$ cat src/rtl/multi_timer_pkg.sv
`default_nettype none
// ============================================================================
// multi_timer_pkg : register map, CTRL bit positions and limits for multi_timer
// Revision: 1.0
// ============================================================================
package multi_timer_pkg;

   localparam int NUM_CH_MIN = 1;
   localparam int NUM_CH_MAX = 8;
   localparam int WIDTH_MIN  = 8;
   localparam int WIDTH_MAX  = 32;

   typedef enum logic [1:0] {
      REG_CTRL    = 2'd0,
      REG_COMPARE = 2'd1,
      REG_COUNT   = 2'd2,
      REG_RSVD    = 2'd3
   } chan_reg_e;

   localparam logic [4:0] GLB_PENDING  = 5'd0;
   localparam logic [4:0] GLB_PRESCALE = 5'd1;

   localparam int CTRL_EN       = 0;
   localparam int CTRL_PERIODIC = 1;
   localparam int CTRL_IRQEN    = 2;
   localparam int CTRL_CLR      = 3;

   localparam int PRESCALE_W = 16;

   function automatic logic [31:0] byte_merge(
      input logic [31:0] old_v,
      input logic [31:0] new_v,
      input logic [3:0]  be
   );
      logic [31:0] r;
      r = old_v;
      for (int b = 0; b < 4; b++) begin
         if (be[b]) r[8*b +: 8] = new_v[8*b +: 8];
      end
      return r;
   endfunction

endpackage
`default_nettype wire

$ cat src/rtl/multi_timer_channel.sv
`default_nettype none
// ============================================================================
// timer_channel : one counter/compare channel with CTRL bits and match pulse
// Revision: 1.0
// ============================================================================
module timer_channel
   import multi_timer_pkg::*;
#(
   parameter int WIDTH = 32
) (
   input  logic             input_clk,
   input  logic             reset,
   input  logic             tick_i,
   input  logic             ctrl_we_i,
   input  logic             cmp_we_i,
   input  logic             cnt_we_i,
   input  logic [3:0]       we_i,
   input  logic [31:0]      wdata_i,
   output logic [WIDTH-1:0] count_o,
   output logic [WIDTH-1:0] compare_o,
   output logic [2:0]       ctrl_o,
   output logic             match_o
);

   logic [WIDTH-1:0] count_q, count_d;
   logic [WIDTH-1:0] compare_q, compare_d;
   logic             en_q, en_d;
   logic             periodic_q, periodic_d;
   logic             irqen_q, irqen_d;
   logic [31:0]      w_cnt_merge;
   logic [31:0]      w_cmp_merge;
   logic             w_clr;
   logic             w_cpu_load;

   assign w_cnt_merge = byte_merge(32'(count_q), wdata_i, we_i);
   assign w_cmp_merge = byte_merge(32'(compare_q), wdata_i, we_i);
   assign w_clr       = ctrl_we_i & wdata_i[CTRL_CLR];
   assign w_cpu_load  = cnt_we_i | w_clr;

   always_comb begin
      count_d    = count_q;
      compare_d  = compare_q;
      en_d       = en_q;
      periodic_d = periodic_q;
      irqen_d    = irqen_q;
      match_o    = 1'b0;

      if (cmp_we_i) compare_d = w_cmp_merge[WIDTH-1:0];

      // A CPU load of COUNT suppresses both increment and match this cycle.
      if (w_cpu_load) begin
         count_d = w_clr ? '0 : w_cnt_merge[WIDTH-1:0];
      end else if (tick_i && en_q) begin
         if (count_q == compare_q) begin
            match_o = 1'b1;
            if (periodic_q) count_d = '0;
            else            en_d    = 1'b0;
         end else begin
            count_d = count_q + WIDTH'(1);
         end
      end

      if (ctrl_we_i) begin
         en_d       = wdata_i[CTRL_EN];
         periodic_d = wdata_i[CTRL_PERIODIC];
         irqen_d    = wdata_i[CTRL_IRQEN];
      end
   end

   always_ff @(posedge input_clk or posedge reset) begin
      if (reset) begin
         count_q    <= '0;
         compare_q  <= '1;
         en_q       <= 1'b0;
         periodic_q <= 1'b0;
         irqen_q    <= 1'b0;
      end else begin
         count_q    <= count_d;
         compare_q  <= compare_d;
         en_q       <= en_d;
         periodic_q <= periodic_d;
         irqen_q    <= irqen_d;
      end
   end

   assign count_o   = count_q;
   assign compare_o = compare_q;
   assign ctrl_o    = {irqen_q, periodic_q, en_q};

endmodule
`default_nettype wire

$ cat src/rtl/multi_timer.sv
`default_nettype none
// ============================================================================
// multi_timer : NUM_CH compare timers with bus decode, PENDING, read mux.
// Optional shared prescaler enabled by MULTI_TIMER_PRESCALE_EN.
// Revision: 1.0
// ============================================================================
module multi_timer
   import multi_timer_pkg::*;
#(
   parameter int NUM_CH = 4,
   parameter int WIDTH  = 32
) (
   input  logic              input_clk,
   input  logic              reset,
   input  logic              select,
   input  logic [3:0]        we,
   input  logic [5:0]        addr,
   input  logic [31:0]       wdata,
   output logic [31:0]       rdata,
   output logic [NUM_CH-1:0] irq_vec,
   output logic              interrupt
);

   logic              w_wr;
   logic              w_glb;
   logic              w_tick;
   chan_reg_e         w_reg;
   logic [NUM_CH-1:0] pending_q, pending_d;
   logic [NUM_CH-1:0] w_match;
   logic [NUM_CH-1:0] w_irqen;
   logic [NUM_CH-1:0] w_w1c;
   logic [31:0]       w_chan_rd [NUM_CH];

   assign w_wr  = select & (|we);
   assign w_glb = addr[5];
   assign w_reg = chan_reg_e'(addr[1:0]);

   for (genvar i = 0; i < NUM_CH; i++) begin : g_ch
      logic             w_hit;
      logic [WIDTH-1:0] w_count;
      logic [WIDTH-1:0] w_compare;
      logic [2:0]       w_ctrl;
      logic [31:0]      w_rd;

      assign w_hit = w_wr & ~w_glb & (addr[4:2] == 3'(i));

      timer_channel #(
         .WIDTH (WIDTH)
      ) u_chan (
         .input_clk (input_clk),
         .reset     (reset),
         .tick_i    (w_tick),
         .ctrl_we_i (w_hit & (w_reg == REG_CTRL) & we[0]),
         .cmp_we_i  (w_hit & (w_reg == REG_COMPARE)),
         .cnt_we_i  (w_hit & (w_reg == REG_COUNT)),
         .we_i      (we),
         .wdata_i   (wdata),
         .count_o   (w_count),
         .compare_o (w_compare),
         .ctrl_o    (w_ctrl),
         .match_o   (w_match[i])
      );

      assign w_irqen[i] = w_ctrl[CTRL_IRQEN];

      always_comb begin
         w_rd = '0;
         case (w_reg)
            REG_CTRL:    w_rd[2:0]       = w_ctrl;
            REG_COMPARE: w_rd[WIDTH-1:0] = w_compare;
            REG_COUNT:   w_rd[WIDTH-1:0] = w_count;
            default:     w_rd            = '0;
         endcase
      end

      assign w_chan_rd[i] = w_rd;
   end

   // A match in the same cycle as a W1C keeps the bit set.
   assign w_w1c     = (w_wr & w_glb & (addr[4:0] == GLB_PENDING) & we[0]) ?
                      wdata[NUM_CH-1:0] : '0;
   assign pending_d = (pending_q & ~w_w1c) | w_match;

   always_ff @(posedge input_clk or posedge reset) begin
      if (reset) pending_q <= '0;
      else        pending_q <= pending_d;
   end

   assign irq_vec   = pending_q & w_irqen;
   assign interrupt = |irq_vec;

`ifdef MULTI_TIMER_PRESCALE_EN
   logic [PRESCALE_W-1:0] prescale_q, prescale_d;
   logic [PRESCALE_W-1:0] pscnt_q, pscnt_d;
   logic                  w_ps_we;

   assign w_ps_we = w_wr & w_glb & (addr[4:0] == GLB_PRESCALE) & (|we[1:0]);
   assign w_tick  = (pscnt_q == prescale_q);

   always_comb begin
      prescale_d = prescale_q;
      pscnt_d    = pscnt_q + PRESCALE_W'(1);
      if (w_ps_we) begin
         if (we[0]) prescale_d[7:0]  = wdata[7:0];
         if (we[1]) prescale_d[15:8] = wdata[15:8];
         pscnt_d = '0;
      end else if (pscnt_q == prescale_q) begin
         pscnt_d = '0;
      end
   end

   always_ff @(posedge input_clk or posedge reset) begin
      if (reset) begin
         prescale_q <= '0;
         pscnt_q    <= '0;
      end else begin
         prescale_q <= prescale_d;
         pscnt_q    <= pscnt_d;
      end
   end
`else
   assign w_tick = 1'b1;
`endif

   always_comb begin
      rdata = '0;
      if (!w_glb) begin
         for (int i = 0; i < NUM_CH; i++) begin
            if (addr[4:2] == 3'(i)) rdata = w_chan_rd[i];
         end
      end else begin
         case (addr[4:0])
            GLB_PENDING:  rdata[NUM_CH-1:0] = pending_q;
`ifdef MULTI_TIMER_PRESCALE_EN
            GLB_PRESCALE: rdata[PRESCALE_W-1:0] = prescale_q;
`endif
            default:      rdata = '0;
         endcase
      end
   end

endmodule
`default_nettype wire

$ cat config.mk
export PLATFORM = sky130hd
export DESIGN_NAME = multi_timer
export DESIGN_NICKNAME = d
export VERILOG_FILES = /design/src/rtl/multi_timer_pkg.sv /design/src/rtl/multi_timer_channel.sv /design/src/rtl/multi_timer.sv
export SDC_FILE = /design/constraint.sdc
export NUM_CORES = 1
export LEC_CHECK = 0
export CAP_MARGIN = 20
export CORE_ASPECT_RATIO = 1.2
export CORE_MARGIN = 2
export CORE_UTILIZATION = 40
export DETAILED_ROUTE_END_ITERATION = 7
export GPL_ROUTABILITY_DRIVEN = 1
export GPL_TIMING_DRIVEN = 0
export PLACE_DENSITY_LB_ADDON = 0.08
export SLEW_MARGIN = 25
export SYNTH_ARGS = -nofsm -noshare
export SYNTH_HDL_FRONTEND = slang
export SYNTH_HIERARCHICAL = 1
export SYNTH_SLANG_ARGS = --single-unit
$ cat constraint.sdc
create_clock -name input_clk -period 4.05 [get_ports input_clk]
set_clock_uncertainty 0.1 [all_clocks]
set_input_delay 0.81 -clock input_clk [delete_from_list [all_inputs] [get_ports input_clk]]
set_output_delay 0.81 -clock input_clk [all_outputs]
set_load 0.01 [all_outputs]
# == Word level (Yosys, flattened, before mapping) ==
# Index checks and enable logic that the tools add are counted.
# W data, S select, Z words.
# word_totals
input_bits,45
register_bits,272
word_cells,232
# classes
n_mux,71
n_addsub,4
n_eq_ne,33
bitwise_logic,38
n_reduce_logical,41
# op_table
operator,count
$mux W32,25
$pmux W29 S2,4
$add A32 B1 Y32 const B,4
$eq A32 B32 Y1,4
$ne A3 B2 Y1 const B,16
$reduce_and A3 Y1,16
$pmux W3 S3,4
$mux W1,32
$mux W8,4
$reduce_and A2 Y1,16
$and A1 B1 Y1,29
$ne A3 B1 Y1 const B,4
$and A4 B4 Y4,2
$mux W4,2
$ne A2 B1 Y1 const B,4
$reduce_bool A2 Y1,4
$reduce_or A4 Y1,2
$eq A3 B2 Y1 const B,2
$logic_not A5 Y1,1
$not A4 Y4,1
$or A1 B1 Y1,4
$or A4 B4 Y4,1
$eq A3 B1 Y1 const B,1
$logic_not A3 Y1,1
4 further kinds,4

# == Logic depth before layout (Yosys ltp) ==
# depth
ltp_word,10
mapped_depth,14
ltp_nobuf,11

# == Cells and area by module ==
# Netlist, hierarchy kept.
# by_module_without_submodules
module,cells_each,n_inst,area_per_inst_um2
timer_channel at g_ch[0].u_chan ...,406,3,3895.0
timer_channel at g_ch[3].u_chan,400,1,3958.8
multi_timer,369,1,2391.0

# == Worst setup path after synthesis ==
# No wires, ideal clock.
# synth_timing
path_kind,input -> register
from,in addr[0]
to,reg g_ch[0].u_chan.count_q[3]
cell_stages,11
setup_slack_ns,0.986
t_arrival_ns,2.843
path_buffers,2
cell_sequence,inv_1 > ha_1 > buf_2 > nand4_1 > nor2_1 > a21oi_1 > nor2b_1 > a21oi_1 > buf_2 > nand2_1 > a22o_1
# synth_between
elab_chain_len,7
elab_cells_between_ends,13
cone_classes,3 x eq/ne; 2 x mux; 5 x bitwise; 3 x reduce/logical
# synth_rtl
element,line,source
from (decl),multi_timer.sv:17,"input logic [5:0] addr,"
$logic_not A2 Y1,multi_timer.sv:53,".ctrl_we_i (w_hit & (w_reg == REG_CTRL) & we[0]),"
$and A1 B1 Y1 (2 in a row),multi_timer.sv:53,
$and A1 B1 Y1,multi_timer_channel.sv:37,assign w_clr = ctrl_we_i & wdata_i[CTRL_CLR];
$or A1 B1 Y1,multi_timer_channel.sv:38,assign w_cpu_load = cnt_we_i | w_clr;
$ne A3 B1 Y1 (no source line) (tied with other cells),-,
$reduce_and A3 Y1 (no source line),-,
to (signal assigned),multi_timer_channel.sv:78,count_q <= count_d;
to (decl),multi_timer_channel.sv:25,"logic [WIDTH-1:0] count_q, count_d;"
# Parallel ways exist; a longest one is shown, timed or not.
# A chain may end at the register's enable or synchronous reset.

# == Worst setup path in the final report ==
# layout_timing
from,in addr[1]
to,out rdata[24]
# layout_between
elab_chain_len,7
elab_cells_between_ends,11
cone_classes,2 x eq/ne; 9 x mux
# layout_rtl
element,line,source
$eq A2 B2 Y1 or $eq A2 B1 Y1 (tied branches),multi_timer.sv:68,case (w_reg)
$pmux W29 S2,multi_timer.sv:68,
$mux W32 (3 in a row),multi_timer.sv:129,if (addr[4:2] == 3'(i)) rdata = w_chan_rd[i];
$mux W32 *,multi_timer.sv:129,
$mux W32 *,multi_timer.sv:127,if (!w_glb) begin
to (decl),multi_timer.sv:19,"output logic [31:0] rdata,"
# Mark *: on every way between the ends. The rest lies on a longest branch, timed or not.

==> results.py <==
metrics = {
    "drt": {
        "postRouteAntennaNets": 0,
        "drtPass1Iterations": 6,
        "vias": 17087,
        "routedWlPerCell_um": 29.1,
        "drt_iter0_markers": 1590,
        "viasPerCell": 6.31,
        "drc_errors": 0,
        "wirelength_um": 78800,
    },
    "power_and_ir_drop": {
        "ir_worst_vdd_v": 0.000241,
        "p_total_mw": 7.94,
        "p_leak_nw": 8.87,
        "power_density_nw_per_um2": 373,
    },
    "clocking": {
        "cts_buffers": 35,
        "insertion_delay_ps": 550,
        "root_buffer": "clkbuf_16",
        "ctsHoldBuffers": 0,
        "cts_sinks": 272,
        "cts_tree": "built",
        "clock_path_buffers": 3,
        "htreeDepth": 2,
        "clkTransAtPathRegs_ps": 60,
    },
    "floorplanning": {
        "start_util_pct": 40.4,
        "io_pins": 82,
        "die_x_um": 198,
        "dieArea_sq_um": 46800,
        "coreArea_sq_um": 44700,
        "die_y_um": 237,
        "rows": 85,
    },
    "sta": {
        "setup_viol": 3,
        "fin_crit_ps": 4090,
        "worst_slew_pin_slew_ps": 1090,
        "relSlewSlack_pct": 27.2,
        "rsz0062_at_grt": "true",
        "setup-tns-final_ps": -76.3,
        "setup_slack_ps": -41.3,
        "max_freq_ghz": 0.244,
        "slew_viol_final": 0,
        "final_hold_viol_count": 0,
        "period_share_pct": 101,
    },
    "worst_setup_path": {
        "arrival_ps": 3180,
        "end_kind": "primary output",
        "critical-path-top-delay-family": "buffers and inverters",
        "crit_top_cell": "buf_6",
        "worst_setup_path_start_kind": "input port",
        "r2r_slack_ps": 1300,
        "cp_data_required_time_ps": 3140,
        "r2r_end": "g_ch[3].u_chan/count_o[10]$_DFFE_PP0P_",
        "crit_path_max_incr_delay_ps": 550,
        "reg2reg_depth": 8,
        "critPathKind": "input port to primary output",
        "critPathSlowestCell": "clkdlybuf4s50_1",
        "cp_cell_sequence": "dlygate4sd2_1 > inv_1 > ha_2 > buf_6 > buf_6 > a22oi_1 > o22ai_2 > nor2_1 > o22ai_1 > clkdlybuf4s50_1",
        "reg2reg_from": "g_ch[3].u_chan/count_o[5]$_DFFE_PP0P_",
        "critPathBufInv": 5,
        "cp_max_fo": 10,
    },
    "global_routing": {
        "antenna_found_initial": 7,
        "grt_pass1_vias": 16459,
        "overflow": 0,
        "grt_max_degree": 52,
        "track_usage_pct": 33.1,
        "grt_pass1_wl_um": 112000,
    },
    "logic_synthesis": {
        "synth_cells": 1987,
        "synthArstFlopShare_pct": 100,
        "ys.flop_type": "dfrtp_1",
        "postSynthRegisterBits": 272,
        "synth_seq_area_share_pct": 38.6,
        "synth_cell_types": 71,
        "synth_area_sq_um": 18000,
        "avgSynthCellArea_sq_um": 9.08,
        "synth-edff-count": 0,
        "yosys_warnings": 6,
    },
    "outcome": {
        "outcome": "finished with violations",
        "failed_checks": "setup timing",
    },
    "min_path": {
        "worstHoldEndpoint": "pending_q[1]$_DFF_PP0_",
        "hold_class": "flop to flop",
        "hold_depth": 1,
        "hold_start": "pending_q[1]$_DFF_PP0_",
    },
    "finish": {
        "nFillCells": 4323,
        "nNetsFinal": 2171,
        "diodes": 0,
        "multi_input_area_sq_um": 10600,
        "areaGrowthSynthToFinish_pct": 18.1,
        "drive_gt1_share_pct": 25.4,
        "seqCellArea_sq_um": 6970,
        "fin_area_sq_um": 21300,
        "instances_no_fill": 2709,
    },
    "placement": {
        "gp_congestion": 1.10,
        "place_area_sq_um": 19700,
        "preCtsSetupSlack_ps": -890,
        "io_buffers": 80,
        "dpl.hpwl_um": 56900,
        "placedCellCount": 2643,
    },
    "flow_run": {
        "maxCapViolations": 0,
    },
}
## worst reg2reg max path, delay by kind of cell (launching register included)
kind / cells / cell delay [ps]
compound gates: 3 / 730
xor+xnor: 1 / 240
buf+inv: 1 / 240
simple gates: 3 / 800
flops: 1 / 520
## cells in the mapped netlist (all sizes together), types with 27 or more instances
cell    number  area, sq um
o31a        30          263
buf         93          582
nor3        35          251
nor4        49          379
o22ai       63          394
nand4       37          323
nor2b       30          188
nor2       167          649
nand3       39          200
clkbuf      34          135
xor2       128         1120
mux2       139         1570
a22oi      140         1050
dfstp      128         3360
dfrtp      144         3600
o21ai      227         1160
a22o        27          236
a21oi       89          445
inv         34          128
nand2      185          694
## metal layers
layer  routed length (um)  part of all wire [%]  global-route usage, %
met2                37700                    48                   55.0
met5                   16                 0.020                      0
met1                30300                    38                   39.6
met3                 4880                   6.2                   5.07
met4                 5880                   7.5                   21.9
## area by class of cell
type	instances	share of cell area (%)
Multi-Input combinational cell	1560	49.5
Sequential cell	272	32.7
Clock buffer	57	5.22
Timing Repair Buffer	87	4.36
Buffer	128	3.81
Tap cell	565	3.32
Inverter	34	0.646
Clock inverter	6	0.394
## stage by stage
step | util (%) | hold slack [ps]
final | 47.7 | 405
after global routing | 47.7 | 426
after floorplan | - | 363
after detailed placement | 44.1 | 391
after global placement | 43.8 | 378
after CTS | 47.5 | 405
## cells by family after synthesis
family | count (synthesis) | synth area share [%]
adders and majority gates | 8 | 0.555
and+or+nand+nor | 621 | 17.9
DFF | 272 | 38.6
AOI/OAI and AO/OA | 656 | 23.3
buffers and inverters | 162 | 4.73
xor gates and xnor gates | 128 | 6.22
other | 1 | 0.0208
muxes | 139 | 8.68
## flip-flops by register name (all words and copies together), names as in the netlist
name and count:
g_ch.u_chan/compare_o 128, g_ch.u_chan/count_o 128, g_ch.u_chan/en_q 4, g_ch.u_chan/irqen_q 4
g_ch.u_chan/periodic_q 4, pending_q 4
## layout by cell type (no fill, tap or decap), types with 12 or more instances in the layout
| cell | Yosys | routed |
|---|---|---|
| a21o_1 | 12 | 12 |
| a21oi_1 | 89 | 85 |
| a22o_1 | 27 | 27 |
| a22oi_1 | 140 | 134 |
| and2_1 | 16 | 16 |
| and3_1 | 20 | 20 |
| buf_2 | 60 | 48 |
| buf_4 | 24 | 30 |
| buf_6 | 9 | 16 |
| clkbuf_1 | 28 | 29 |
| clkbuf_16 | 0 | 38 |
| clkdlybuf4s50_1 | 0 | 51 |
| dfrtp_1 | 144 | 144 |
| dfstp_2 | 128 | 128 |
| dlygate4sd2_1 | 0 | 18 |
| inv_1 | 34 | 30 |
| mux2_2 | 139 | 139 |
| nand2_1 | 185 | 185 |
| nand3_1 | 38 | 38 |
| nand4_1 | 28 | 28 |
| nor2_1 | 162 | 158 |
| nor2b_1 | 30 | 30 |
| nor3_1 | 26 | 26 |
| nor4_1 | 43 | 43 |
| o21ai_0 | 103 | 102 |
| o21ai_1 | 120 | 120 |
| o22ai_1 | 63 | 28 |
| o22ai_2 | 0 | 34 |
| o31a_1 | 30 | 30 |
| o31ai_1 | 15 | 14 |
| xor2_1 | 128 | 128 |
## how the worst max path moves through the flow
stage                       start                               endpoint  slack (ps)  cells after the start
after detailed placement  addr[0]                              rdata[20]        -890                     10
after floorplan           addr[0]  g_ch[0].u_chan/count_o[3]$_DFFE_PP0P_         990                     11
final                     addr[1]                              rdata[24]         -40                     10
after CTS                 addr[0]                              rdata[10]           3                     10
after global routing      addr[1]                              rdata[24]         -30                     10
after global placement    addr[0]                              rdata[20]        -850                     10
## report_power, final
part / total (mW) / internal (mW) / switching [mW]
registers: 3.33 / 2.99 / 0.332
logic: 1.32 / 0.511 / 0.806
clock network: 3.29 / 2.00 / 1.29
total: 7.94 / 5.51 / 2.43
## repair_timing
item / in CTS / in global routing
setup buffers: 2 / 0
gates cloned: 1 / 0
setup endpoints to repair: 102 / 23
resized for setup: 98 / 25
pin swaps: 13 / 9
No activity file was read; power rests on OpenSTA's default activity.
